## src/rtl/pcs_tx_pkg.sv

```systemverilog
// Shared code-group constants, FSM encoding and datapath types for the 1000BASE-X PCS transmit path.
// The EXTEND state exists only when CARRIER_EXT_EN is defined.
package pcs_tx_pkg;

    localparam logic [7:0] K28_5 = 8'hBC;  // comma, first half of an idle pair
    localparam logic [7:0] K27_7 = 8'hFB;  // /S/
    localparam logic [7:0] K29_7 = 8'hFD;  // /T/
    localparam logic [7:0] K23_7 = 8'hF7;  // /R/
    localparam logic [7:0] K30_7 = 8'hFE;  // /V/
    localparam logic [7:0] D16_2 = 8'h50;
    localparam logic [7:0] D5_6  = 8'hC5;

    // TXD value that, together with TX_ER and no TX_EN, requests carrier extension
    localparam logic [7:0] EXT_CODE = 8'h0F;

    typedef enum logic [2:0] {
        ST_IDLE_K = 3'd0,
        ST_IDLE_D = 3'd1,
        ST_SOP    = 3'd2,
        ST_DATA   = 3'd3,
        ST_EOP_T  = 3'd4,
        ST_EOP_R1 = 3'd5,
        ST_EOP_R2 = 3'd6
`ifdef CARRIER_EXT_EN
        ,
        ST_EXTEND = 3'd7
`endif
    } tx_state_e;

    typedef struct packed {
        logic       en;
        logic       er;
        logic [7:0] txd;
    } gmii_t;

    typedef struct packed {
        logic [7:0] code;
        logic       is_k;
    } cg_t;

    function automatic cg_t mk_cg(input logic [7:0] c, input logic k);
        cg_t r;
        r.code = c;
        r.is_k = k;
        return r;
    endfunction

endpackage

```

## src/rtl/pcs_tx_align_buf.sv

```systemverilog
// One-deep skew register for the captured GMII beat; bypass selects the direct or delayed beat
// so a packet whose start lands on an odd slot can be pushed back by one code-group.
module pcs_tx_align_buf
    import pcs_tx_pkg::*;
(
    input  logic  clk,
    input  logic  rst,
    input  gmii_t din,
    input  logic  skew_sel,
    output logic  dly_en,
    output gmii_t dout
);

    gmii_t dly_q;
    gmii_t dly_d;

    always_comb begin
        dly_d = din;
    end

    always_ff @(posedge clk) begin
        if (rst) begin
            dly_q <= '0;
        end else begin
            dly_q <= dly_d;
        end
    end

    assign dly_en = dly_q.en;
    assign dout   = skew_sel ? dly_q : din;

endmodule

```

## src/rtl/pcs_tx_oset_gen.sv

```systemverilog
// 1000BASE-X PCS transmit ordered-set generator: GMII beats in, registered code-groups out.
// Optional carrier extension (EXTEND state) is compiled in with the CARRIER_EXT_EN macro.
module pcs_tx_oset_gen
    import pcs_tx_pkg::*;
#(
    parameter int         MIN_IDLE_PAIRS = 2,
    parameter logic [7:0] IDLE_D_CODE    = D16_2,
    parameter int         IDLE_CNT_W     = 4
) (
    input  logic       GTX_CLK,
    input  logic       RESET,
    input  logic       TX_EN,
    input  logic       TX_ER,
    input  logic [7:0] TXD,
    output logic [7:0] tx_code_group,
    output logic       tx_is_k,
    output logic       tx_even,
    output logic       tx_transmitting,
    output logic       tx_ipg_err
);

    if ((2 ** IDLE_CNT_W) - 1 < MIN_IDLE_PAIRS) begin : g_bad_cfg
        $error("IDLE_CNT_W too narrow to hold MIN_IDLE_PAIRS");
    end

    localparam logic [IDLE_CNT_W-1:0] MIN_CNT = IDLE_CNT_W'(MIN_IDLE_PAIRS);
    localparam logic [IDLE_CNT_W-1:0] CNT_MAX = '1;

    tx_state_e             state_q, state_d;
    gmii_t                 s1_q, s1_d;
    logic                  skew_q, skew_d;
    logic [IDLE_CNT_W-1:0] cnt_q, cnt_d;
    logic                  even_q, even_d;
    cg_t                   out_q, out_d;
    logic                  trans_q, trans_d;
    logic                  err_q, err_d;

    gmii_t cur;
    logic  dly_en;

    pcs_tx_align_buf u_align (
        .clk      (GTX_CLK),
        .rst      (RESET),
        .din      (s1_q),
        .skew_sel (skew_q),
        .dly_en   (dly_en),
        .dout     (cur)
    );

    // Next-state: state_q describes the code-group currently on the output,
    // state_d the one about to be registered into the next slot.
    always_comb begin
        s1_d    = '{en: TX_EN, er: TX_ER, txd: TXD};
        state_d = state_q;
        skew_d  = skew_q;
        even_d  = ~even_q;

        case (state_q)
            ST_IDLE_K: state_d = ST_IDLE_D;
            ST_IDLE_D: begin
                // A beat parked in the skew register means the start arrived on an odd slot.
                if (dly_en) begin
                    state_d = ST_SOP;
                    skew_d  = 1'b1;
                end else if (s1_q.en) begin
                    state_d = ST_SOP;
                    skew_d  = 1'b0;
                end else begin
                    state_d = ST_IDLE_K;
                end
            end
            ST_SOP:    state_d = cur.en ? ST_DATA : ST_EOP_T;
            ST_DATA: begin
                if (cur.en) begin
                    state_d = ST_DATA;
`ifdef CARRIER_EXT_EN
                end else if (cur.er && cur.txd == EXT_CODE) begin
                    state_d = ST_EXTEND;
`endif
                end else begin
                    state_d = ST_EOP_T;
                end
            end
            ST_EOP_T:  state_d = ST_EOP_R1;
            ST_EOP_R1: begin
                if (even_q) begin
                    state_d = ST_EOP_R2;
                end else if (s1_q.en) begin
                    state_d = ST_SOP;
                    skew_d  = 1'b0;
                end else begin
                    state_d = ST_IDLE_K;
                end
            end
            ST_EOP_R2: begin
                if (s1_q.en) begin
                    state_d = ST_SOP;
                    skew_d  = 1'b0;
                end else begin
                    state_d = ST_IDLE_K;
                end
            end
`ifdef CARRIER_EXT_EN
            ST_EXTEND: begin
                // Extension already stands in for /T/; leaving goes straight to /R/ alignment.
                state_d = (!cur.en && cur.er) ? ST_EXTEND : ST_EOP_R1;
            end
`endif
            default:   state_d = ST_IDLE_K;
        endcase
    end

    // Output decode and bookkeeping for the slot being entered.
    always_comb begin
        out_d   = mk_cg(K28_5, 1'b1);
        cnt_d   = cnt_q;
        trans_d = 1'b1;
        err_d   = 1'b0;

        case (state_d)
            ST_IDLE_K: begin
                out_d   = mk_cg(K28_5, 1'b1);
                trans_d = 1'b0;
            end
            ST_IDLE_D: begin
                out_d   = mk_cg(IDLE_D_CODE, 1'b0);
                trans_d = 1'b0;
                cnt_d   = (cnt_q == CNT_MAX) ? cnt_q : cnt_q + 1'b1;
            end
            ST_SOP: begin
                out_d = mk_cg(K27_7, 1'b1);
                cnt_d = '0;
                // Coming from /R/ means the new preamble collided with the old tail.
                err_d = (state_q != ST_IDLE_D) || (cnt_q < MIN_CNT);
            end
            ST_DATA:   out_d = cur.er ? mk_cg(K30_7, 1'b1) : mk_cg(cur.txd, 1'b0);
            ST_EOP_T:  out_d = mk_cg(K29_7, 1'b1);
            ST_EOP_R1: out_d = mk_cg(K23_7, 1'b1);
            ST_EOP_R2: out_d = mk_cg(K23_7, 1'b1);
`ifdef CARRIER_EXT_EN
            ST_EXTEND: out_d = (cur.er && cur.txd != EXT_CODE) ? mk_cg(K30_7, 1'b1)
                                                                : mk_cg(K23_7, 1'b1);
`endif
            default:   out_d = mk_cg(K28_5, 1'b1);
        endcase
    end

    always_ff @(posedge GTX_CLK) begin
        if (RESET) begin
            state_q <= ST_IDLE_K;
            s1_q    <= '0;
            skew_q  <= 1'b0;
            cnt_q   <= MIN_CNT;
            even_q  <= 1'b1;
            out_q   <= mk_cg(K28_5, 1'b1);
            trans_q <= 1'b0;
            err_q   <= 1'b0;
        end else begin
            state_q <= state_d;
            s1_q    <= s1_d;
            skew_q  <= skew_d;
            cnt_q   <= cnt_d;
            even_q  <= even_d;
            out_q   <= out_d;
            trans_q <= trans_d;
            err_q   <= err_d;
        end
    end

    assign tx_code_group   = out_q.code;
    assign tx_is_k         = out_q.is_k;
    assign tx_even         = even_q;
    assign tx_transmitting = trans_q;
    assign tx_ipg_err      = err_q;

endmodule

```

## config.mk

```make
export PLATFORM = sky130hd
export DESIGN_NAME = pcs_tx_oset_gen
export DESIGN_NICKNAME = d
export VERILOG_FILES = /design/src/rtl/pcs_tx_pkg.sv /design/src/rtl/pcs_tx_align_buf.sv /design/src/rtl/pcs_tx_oset_gen.sv
export SDC_FILE = /design/constraint.sdc
export NUM_CORES = 1
export LEC_CHECK = 0
export CAP_MARGIN = 20
export CORE_MARGIN = 10
export CORE_UTILIZATION = 47
export CTS_CLUSTER_SIZE = 12
export DETAILED_ROUTE_END_ITERATION = 10
export GPL_ROUTABILITY_DRIVEN = 0
export PLACE_DENSITY_LB_ADDON = 0.2
export SLEW_MARGIN = 10
export SYNTH_ARGS = -nofsm -noshare
export SYNTH_HDL_FRONTEND = slang
export SYNTH_SLANG_ARGS = --single-unit
```

## constraint.sdc

```tcl
create_clock -name GTX_CLK -period 1.5 [get_ports GTX_CLK]
set_input_delay 0.225 -clock GTX_CLK [delete_from_list [all_inputs] [get_ports GTX_CLK]]
set_output_delay 0.225 -clock GTX_CLK [all_outputs]
set_load 0.02 [all_outputs]
```

==> results.md, run 1 <==
- CTS Buffer Depth: 2
- Grt ovf: 0
- Layout Cells excl Fill: 228
- EDFF count, synth: 0
- Startpoint Class: flip-flop
- GR peak layer: met2
- Sink Count: 40
- Synth Warn #: 0
- Final hold vios: 0
- Comb pwr share: 0.175
- Clock power share: 0.261
- Worst Tran Pin Value: 0.4317 ns
- Worst rel slew slack: 0.7115
- Vias: 1,148
- Ys async rst share: 0
- PD cells: 1048 nW/um2
- Main synth FF type: dfxtp_1
- Sequential Power Share: 0.563
- Wire per inst: 13.87 um
- Share of cells above drive strength 1: 0.2228
- Multi-input logic area: 735.7 um2
- Initial antenna violation count: 0
- CP Class: flip-flop to flip-flop
- Sw power: 0.5934 mW
- Yosys reg bits: 40
- FMAX: 0.6874 GHz
- Leakage: 0.7936 nW
- Worst R2R Setup Slack: 0.05 ns
- Cell area after synthesis: 1568 um2
- Sequential cell area: 803.3 um2
- Most frequent cells in the layout: dfxtp_1 (38), nor2b_1 (24), buf_4 (15)
- Syn avg cell area: 10.81 um2
- Tightest Hold Check Type: input pin to flip-flop
- Int Pwr: 1.505 mW
- GRT met3 Usage: 0.04378
- Rows: 20
- Synth cell types: 45
- Final wirelength: 3163 um
- Critical path depth: 5
- Setup violations, final: 0
- Core ar.: 3128 um2
- Commonest non-fill, non-tap cell in the layout: dfxtp_1
- Worst Reg2Reg Path Length in Cells: 5
- Crit path to: tx_code_group[2]
- Mapped Cells: 145
- ANT cells: 0
- Largest cells by area after synthesis: dfxtp_1 (51%), nor2b_1 (9.6%), mux2i_1 (4.5%), nor3_2 (2.6%), a211oi_1 (1.9%)
- Routing usage on met1: 0.1334
- Net Sw Frac: 0.2828
- Die X: 77.76 um
- Pre-CTS setup slack: -0.03643 ns
- DR pass1 iterations: 4
- R2r endpoint: tx_code_group[2]
- Crit path from: state_q[0]
- Worst skew pair latency: 0.36 ns
- Post-synth top area share: 0.5108
- WHS: 0.4020 ns
- Post-route minimum period: 1.455 ns
- Setup ws final: 0.04520 ns
- NumNets Final: 196
- Synthesized Nets: 158
- Worst IR Drop VDD: 0.5609 mV
- Final Cycle Share: 0.9699
- Die area: 6046 um2
- First-pass GRT wire length: 5375 um
- Vias in the first global route: 1,146
- WP buf/inv: 1
- Area after DPL: 1919 um2
- DP HPWL: 2429 um
- CTS HTree Levels: 2
- Worst path slowest cell: dfxtp_1
- Seq/Total Area, Yosys: 0.5108
- Worst-path cell chain: nor2b_4 -> a21boi_2 -> nor3_4 -> buf_12 -> a211o_1
- Clock transition at path regs: 0.12 ns
- Starting Density: 0.5012
- CP arrival: 1.72 ns
- Placed Cells: 219
- Reg2Reg Launch Point: state_q[0]
- Io pins: 24
- Status: finished clean
- Post-route ant nets: 0
- Largest delay share family, worst path: compound AO/OA/AOI/OAI gates
- Worst Setup End Kind: flip-flop
- Root Buffer: clkbuf_4
- Area leader, netlist: dfxtp_1
- CTS Buf Count: 5
- RSZ-0062 raised after global routing: yes
- Critical Path RT: 1.77 ns
- Iteration-0 DRC Markers: 96
- Peak fanout along the critical path: 10
- Final-layout fill cell count: 263
- Die H: 77.76 um
- Via density per instance: 5.035
- Clk_skew: 0.01093 ns
- Port-buffer cells: 23
- Largest net degree at the start of global routing: 21
- # DRC: 0
- Syn-to-layout area delta: 27.69%
- M2 GR Usage: 0.1650
- CTS tree: done
- # Max-Cap Violations: 0
- Slowest stage delay, CP: 0.40 ns
- Total track usage: 0.1112
- Post-route cell area: 2002 um2
- Final Max Slew Viols: 0
[how the worst min path moves through the flow]
stage | from | endpoint | cells after the start
2_1_floorplan | TXD[0] | s1_q[0] | 1
3_3_place_gp | tx_even | tx_even | 1
3_5_place_dp | tx_even | tx_even | 1
4_1_cts | TXD[4] | s1_q[4] | 2
5_1_grt | TXD[4] | s1_q[4] | 2
6_report | TXD[4] | s1_q[4] | 2
[kinds of logic (layout without fill, tap and decap cells)]
family,after synthesis,in the layout,synth area share
simple gates,55,55,0.2346
flops,40,40,0.5108
compound gates,28,28,0.1365
mux,9,9,0.06145
buf+inv,9,48,0.03191
xor+xnor,3,3,0.01676
fa+ha+maj,1,1,0.007980
[power groups by stage]
stage / logic [mW] / clock network [mW] / registers (mW)
floorplan: 0.192 / 0 / 1.23
global placement: 0.363 / 0 / 1.20
detailed placement: 0.373 / 0 / 1.21
CTS: 0.356 / 0.568 / 1.18
global route: 0.403 / 0.612 / 1.19
finish: 0.368 / 0.549 / 1.18
[stage by stage]
stage / total power, mW / TNS (ns) / util
6_report: 2.098 / 0 / 0.6400
5_1_grt: 2.208 / -0.02828 / 0.6400
4_1_cts: 2.106 / 0 / 0.6280
3_5_place_dp: 1.580 / -0.07049 / 0.6136
3_3_place_gp: 1.567 / 0 / 0.6136
2_1_floorplan: 1.424 / 0 / -
[synth_stat cells, drive strengths merged, types with 2 or more instances]
master,n
dfxtp,40
nor2b,25
mux2i,7
nand2,6
nor3,6
o21ai,6
a211oi,5
a21oi,5
buf,4
clkbuf,4
nand2b,3
nand3,3
nor2,3
xor2,3
a2111oi,2
a211o,2
and3,2
mux2,2
[flip-flops by register name, indices dropped and copies added, names as in the netlist]
| name | flops |
|---|---|
| tx_even | 1 |
| tx_is_k | 1 |
| tx_code_group | 8 |
| u_align.dly_en | 1 |
| tx_ipg_err | 1 |
| state_q | 3 |
| tx_transmitting | 1 |
| s1_q | 10 |
| skew_q | 1 |
| cnt_q | 4 |
| u_align.dly_q | 9 |
[timing repair]
item                       CTS  global route
hold buffers                 0             0
hold endpoints to repair     0             0
buffers inserted             0             1
setup endpoints to repair   18             8
gates cloned                 0             0
resized for setup           15             2
[worst reg2reg max path, cell delays in order, from the launching register on]
cell      delay, ns
dfxtp_1        0.40
nor2b_4        0.25
a21boi_2       0.26
nor3_4         0.06
buf_12         0.14
a211o_1        0.25
[layout make-up]
cell class	count	area share
Multi-Input combinational cell	96	0.3675
Timing Repair Buffer	39	0.1738
Sequential cell	40	0.4012
Inverter	1	0.001875
Clock inverter	3	0.009375
Clock buffer	5	0.01875
Tap cell	44	0.02750
[layer usage]
metal / share of wire / up-vias / wire (um)
met5: 0 / - / 0
met4: 0.020 / 0 / 64
met3: 0.060 / 6 / 189
met2: 0.46 / 29 / 1464
met1: 0.46 / 530 / 1444
li1: - / 583 / -
No activity file was read; power rests on OpenSTA's default activity.
==> run 2, diff against run 1 <==
==> constraint.sdc (replaced) <==
create_clock -name GTX_CLK -period 1.5 [get_ports GTX_CLK]
set_input_delay 0.3 -clock GTX_CLK [delete_from_list [all_inputs] [get_ports GTX_CLK]]
set_output_delay 0.3 -clock GTX_CLK [all_outputs]
set_load 0.02 [all_outputs]
==> run 2 against run 1 <==
Fmax decreased by 2.0%. Core utilization increased by 3.2 points. Clock power increased by 57%. Final cell count increased by 1.8%. Via count increased by 0.52%. Die area unchanged.
==> results.md, run 2 (same netlist as run 1, synthesis figures left out) <==
- Peak fanout along the critical path: 9 (-1)
- Post-route ant nets: 0 (unchanged)
- Status: finished clean
- Share of cells above drive strength 1: 0.2606 (+0.03781)
- CTS HTree Levels: 2 (unchanged)
- Worst skew pair latency: 0.36 ns (about the same)
- Sequential cell area: 805.8 um2 (+0.31%)
- Multi-input logic area: 752.0 um2 (+2.2%)
- Vias: 1,154 (+0.52%)
- Number of flip-flops in the largest register: 10 (unchanged)
- Core ar.: 3128 um2 (unchanged)
- Pre-CTS setup slack: -0.1429 ns (-0.1064 ns)
- # Max-Cap Violations: 0 (unchanged)
- Tightest Hold Check Type: flip-flop to flip-flop
- Final-layout fill cell count: 261 (-0.76%)
- Setup violations, final: 0 (unchanged)
- CTS tree: done
- FMAX: 0.6736 GHz (-2.0%)
- Iteration-0 DRC Markers: 37 (-61%)
- Vias in the first global route: 1,174 (+2.4%)
- Clock transition at path regs: 0.13 ns (about the same)
- Final wirelength: 3241 um (+2.5%)
- Final Max Slew Viols: 0 (unchanged)
- Die area: 6046 um2 (unchanged)
- First-pass GRT wire length: 5319 um (-1.0%)
- Critical Path RT: 1.73 ns (-0.04 ns)
- Port-buffer cells: 23 (unchanged)
- Leakage: 0.8410 nW (+6.0%)
- # DRC: 0 (unchanged)
- Most frequent cells in the layout: dfxtp_1 (36), nor2b_1 (24), buf_4 (20)
- Io pins: 24 (unchanged)
- DR pass1 iterations: 4 (unchanged)
- Starting Density: 0.5012 (unchanged)
- Startpoint Class: flip-flop
- ANT cells: 0 (unchanged)
- Largest Register: s1_q
- Worst IR Drop VDD: 0.6267 mV (+12%)
- Commonest non-fill, non-tap cell in the layout: dfxtp_1
- CP Class: flip-flop to flip-flop
- Wire per inst: 13.97 um (+0.70%)
- CTS Buffer Depth: 2 (unchanged)
- Worst Tran Pin Value: 0.3470 ns (-0.08469 ns)
- Largest net degree at the start of global routing: 21 (unchanged)
- Syn-to-layout area delta: 34.00%
- Rows: 20 (unchanged)
- CP arrival: 1.71 ns (about the same)
- Sink Count: 40 (unchanged)
- Initial antenna violation count: 0 (unchanged)
- NumNets Final: 201 (+2.6%)
- Worst rel slew slack: 0.7687 (+0.05719)
- Die X: 77.76 um (unchanged)
- Total track usage: 0.1076 (-0.003594)
- Clk_skew: 0.01915 ns (+0.008217 ns)
- Util after Layout: 0.6716 (+0.03160)
- Root Buffer: clkbuf_4
- Hold_buf cts: 0 (unchanged)
- Worst Setup End Kind: flip-flop
- Grt ovf: 0 (unchanged)
- Via density per instance: 4.974 (-1.2%)
- Post-route minimum period: 1.485 ns (+0.02986 ns)
- Placed Cells: 221 (+0.91%)
- PD cells: 1165 nW/um2 (+11%)
- Die H: 77.76 um (unchanged)
- Layout Cells excl Fill: 232 (+1.8%)
- CTS Buf Count: 5 (unchanged)
- Setup ws final: 0.01535 ns (-0.02986 ns)
- Final Cycle Share: 0.9898 (+0.01990)
- Final hold vios: 0 (unchanged)
- DP HPWL: 2343 um (-3.5%)
-- run 2: path summary, 6_finish.rpt --
path / endpoint / slack [ns] / cells after the start / start
max: tx_code_group[7] / 0.02 / 5 / state_q[2]
min: u_align.dly_q[1] / 0.47 / 1 / s1_q[1]
max reg2reg: tx_code_group[7] / 0.02 / 5 / state_q[2]
min reg2reg: u_align.dly_q[1] / 0.47 / 1 / s1_q[1]
-- run 2: cell type report --
class | count | area share
repair buffers | 44 | 0.1840
inverters | 1 | 0.001787
multi-input cells | 96 | 0.3580
well taps | 44 | 0.02621
flip-flops and latches | 40 | 0.3836
clock inverters | 2 | 0.02859
clock buffers | 5 | 0.01787
-- run 2: what timing repair did --
| action | CTS | global route |
|---|---|---|
| pin swaps | 1 | 1 |
| endpoints found under the hold margin | 0 | 0 |
| endpoints found under the setup margin | 18 | 13 |
| buffers inserted | 2 | 2 |
| resized for setup | 15 | 8 |
-- run 2: worst max-delay path, cell delays in order, from the launching register on --
cell and delay (ns):
dfxtp_2 0.45, mux2i_2 0.32, a21boi_4 0.10, nor3_4 0.24
buf_12 0.15, o21ai_0 0.08
-- run 2: per-layer routing --
metal | global-route usage | share of wire | up-vias
met5 | 0 | 0 | -
met4 | 0.04927 | 0.013 | 0
met3 | 0.04147 | 0.059 | 5
met2 | 0.1667 | 0.47 | 31
met1 | 0.1285 | 0.45 | 526
li1 | - | - | 592
-- run 2: metrics by stage --
stage	area [um2]	hold slack, ns	power (mW)	setup TNS, ns
final	2101	0.4706	2.447	0
after global routing	2101	0.4819	2.534	-0.1172
after CTS	2063	0.4659	2.430	0
after detailed placement	1934	0.4454	1.585	-0.4470
after global placement	1934	0.4317	1.576	-0.3407
after floorplan	1568	0.4282	1.424	0
-- run 2: where the power goes --
group,internal [mW],switching [mW],leakage [nW]
Combinational,0.206,0.191,0.457
Sequential,1.14,0.0471,0.333
Clock,0.510,0.354,0.0513
==> run 3, diff against run 2 <==
--- a/config.mk
+++ b/config.mk
@@ -12,6 +12,8 @@
 export DETAILED_ROUTE_END_ITERATION = 10
 export GPL_ROUTABILITY_DRIVEN = 0
 export PLACE_DENSITY_LB_ADDON = 0.2
+export RECOVER_POWER = 50
+export REMOVE_ABC_BUFFERS = 1
 export SLEW_MARGIN = 10
 export SYNTH_ARGS = -nofsm -noshare
 export SYNTH_HDL_FRONTEND = slang
==> constraint.sdc (replaced) <==
create_clock -name GTX_CLK -period 1.3 [get_ports GTX_CLK]
set_input_delay 0.26 -clock GTX_CLK [delete_from_list [all_inputs] [get_ports GTX_CLK]]
set_output_delay 0.26 -clock GTX_CLK [all_outputs]
set_load 0.02 [all_outputs]
==> run 3 against run 2 <==
The run now ends with negative setup slack left. Total power rose by 13%. Worst setup slack lost 0.13 ns. Final cell count rose by 4.3%. Via count is 9.3% higher. Clock power about the same. Sequential power increased by 15%. Fmax increased by 4.8%. Final area is 7.9% higher. Global-route usage increased by 2.8 points. Register-to-register slack got worse by 0.13 ns. Critical path depth grew 1. Clock skew down 0.011 ns. Critical endpoint is now tx_code_group[2].
==> results.md, run 3 (same netlist as run 1, synthesis figures left out) <==
- Status: complete, but fails checks
- Failing checks: negative setup slack
- Die area: 6046 um2 (unchanged)
- Post-route ant nets: 0 (unchanged)
- Setup violations, final: 15 (+15)
- FMAX: 0.7061 GHz (+4.8%)
- Worst rel slew slack: 0.7423 (-0.02640)
- CTS Buffer Depth: 2 (unchanged)
- Grt ovf: 0 (unchanged)
- Share of cells above drive strength 1: 0.3990 (+0.1384)
- Number of flip-flops in the largest register: 10 (unchanged)
- Final-layout fill cell count: 232 (-11%)
- Initial antenna violation count: 0 (unchanged)
- Die H: 77.76 um (unchanged)
- Layout Cells excl Fill: 242 (+4.3%)
- Area after DPL: 2009 um2 (+3.9%)
- ANT cells: 0 (unchanged)
- First-pass GRT wire length: 6506 um (+22%)
- Final Cycle Share: 1.089 (+0.09958)
- Util after Layout: 0.7244 (+0.05280)
- # Max-Cap Violations: 0 (unchanged)
- Wire per inst: 16.54 um (+18%)
- Final hold vios: 0 (unchanged)
- Final Max Slew Viols: 0 (unchanged)
- Worst skew pair latency: 0.37 ns (about the same)
- Total power: 2.758 mW (+13%)
- Root Buffer: clkbuf_4
- Total track usage: 0.1359 (+0.02830)
- DR pass1 iterations: 4 (unchanged)
- Io pins: 24 (unchanged)
- Critical Path RT: 1.57 ns (-0.16 ns)
- Clock transition at path regs: 0.13 ns (about the same)
- Setup ws final: -0.1162 ns (-0.1315 ns)
- Iteration-0 DRC Markers: 63 (+70%)
- Pre-CTS setup slack: -0.2005 ns (-0.05762 ns)
- Sequential cell area: 813.3 um2 (+0.93%)
- Most frequent cells in the layout: dfxtp_1 (34), nor2b_1 (24), buf_4 (23)
- Post-route cell area: 2266 um2 (+7.9%)
- Leakage: 0.8961 nW (+6.5%)
- Starting Density: 0.5012 (unchanged)
- Multi-input logic area: 862.1 um2 (+15%)
- CTS HTree Levels: 2 (unchanged)
- PD cells: 1217 nW/um2 (+4.5%)
- CP arrival: 1.68 ns (-0.03 ns)
- Worst IR Drop VDD: 0.8216 mV (+31%)
- CP Class: flip-flop to flip-flop
- Worst Setup End Kind: flip-flop
- Startpoint Class: flip-flop
- Clk_skew: 0.008013 ns (-0.01114 ns)
- Commonest non-fill, non-tap cell in the layout: dfxtp_1
- Vias in the first global route: 1,335 (+14%)
- CTS tree: done
- Vias: 1,261 (+9.3%)
- Post-route minimum period: 1.416 ns (-0.06850 ns)
- Placed Cells: 231 (+4.5%)
- Via density per instance: 5.211 (+4.8%)
- Tightest Hold Check Type: input pin to flip-flop
- RSZ-0062 raised after global routing: yes
- Port-buffer cells: 23 (unchanged)
- Peak fanout along the critical path: 5 (-4)
- NumNets Final: 210 (+4.5%)
- DP HPWL: 2680 um (+14%)
- Rows: 20 (unchanged)
- Sink Count: 40 (unchanged)
- Syn-to-layout area delta: 44.53%
- CTS Buf Count: 5 (unchanged)
- Worst Tran Pin Value: 0.3866 ns (+0.03961 ns)
- Final wirelength: 4003 um (+24%)
- Largest net degree at the start of global routing: 15 (-29%)
- Largest Register: s1_q
- Core ar.: 3128 um2 (unchanged)
- Die X: 77.76 um (unchanged)
- # DRC: 0 (unchanged)
- Hold_buf cts: 0 (unchanged)
==> run 3: changes by cell type in the layout (fill, tap and decap cells not counted), sizes merged <==
cell / delta
clkbuf: +6
inv: +1
buf: +8
clkinvlp: +1
bufinv: -1
dlygate4sd3: +1
clkdlybuf4s50: -1
clkdlybuf4s15: +4
dlygate4sd2: -9
==> run 3: layer usage <==
metal | vias to the layer above | global-route usage | share of wire
li1 | 612 | - | -
met1 | 613 | 0.1418 | 0.42
met2 | 28 | 0.2463 | 0.53
met3 | 8 | 0.04263 | 0.033
met4 | 0 | 0.05474 | 0.017
met5 | - | 0 | 0
==> run 3: through the flow <==
step | hold slack [ns] | TNS (ns)
detailed placement | 0.4441 | -2.869
global placement | 0.4366 | -2.151
global route | 0.4171 | -1.760
CTS | 0.4252 | -0.5314
floorplan | 0.3267 | -4.907
finish | 0.4215 | -0.7629
==> run 3: cell type report <==
class                      instances  area share
clock buffer                       5     0.01657
clock inverter                     3     0.02043
sequential                        40      0.3589
multi-input combinational         96      0.3805
inverter                           1    0.001657
timing repair buffer              53      0.1977
tap                               44     0.02430
==> run 3: worst max-delay path: stages, from the launching register on <==
cell,delay (ns)
dfxtp_4,0.40
buf_6,0.12
mux2i_1,0.14
and3_4,0.22
nor3_4,0.05
buf_6,0.12
a211o_1,0.25
==> run 3: repair_timing <==
item	CTS	global route
pin swaps	14	8
resized for setup	48	20
endpoints found under the setup margin	30	25
setup buffers	3	0
==> run 3: path summary, 6_finish.rpt <==
| kind | slack (ns) | cells past startpoint | to | from |
|---|---|---|---|---|
| max | -0.12 | 6 | tx_code_group[2] | skew_q |
| max reg2reg | -0.12 | 6 | tx_code_group[2] | skew_q |
| min | 0.42 | 2 | s1_q[9] | TX_EN |
| min reg2reg | 0.45 | 1 | tx_even | tx_even |
==> run 3: power breakdown <==
| group | internal (mW) | switching, mW |
|---|---|---|
| combinational | 0.267 | 0.259 |
| sequential | 1.31 | 0.0577 |
| clock | 0.411 | 0.450 |
| total | 1.99 | 0.767 |
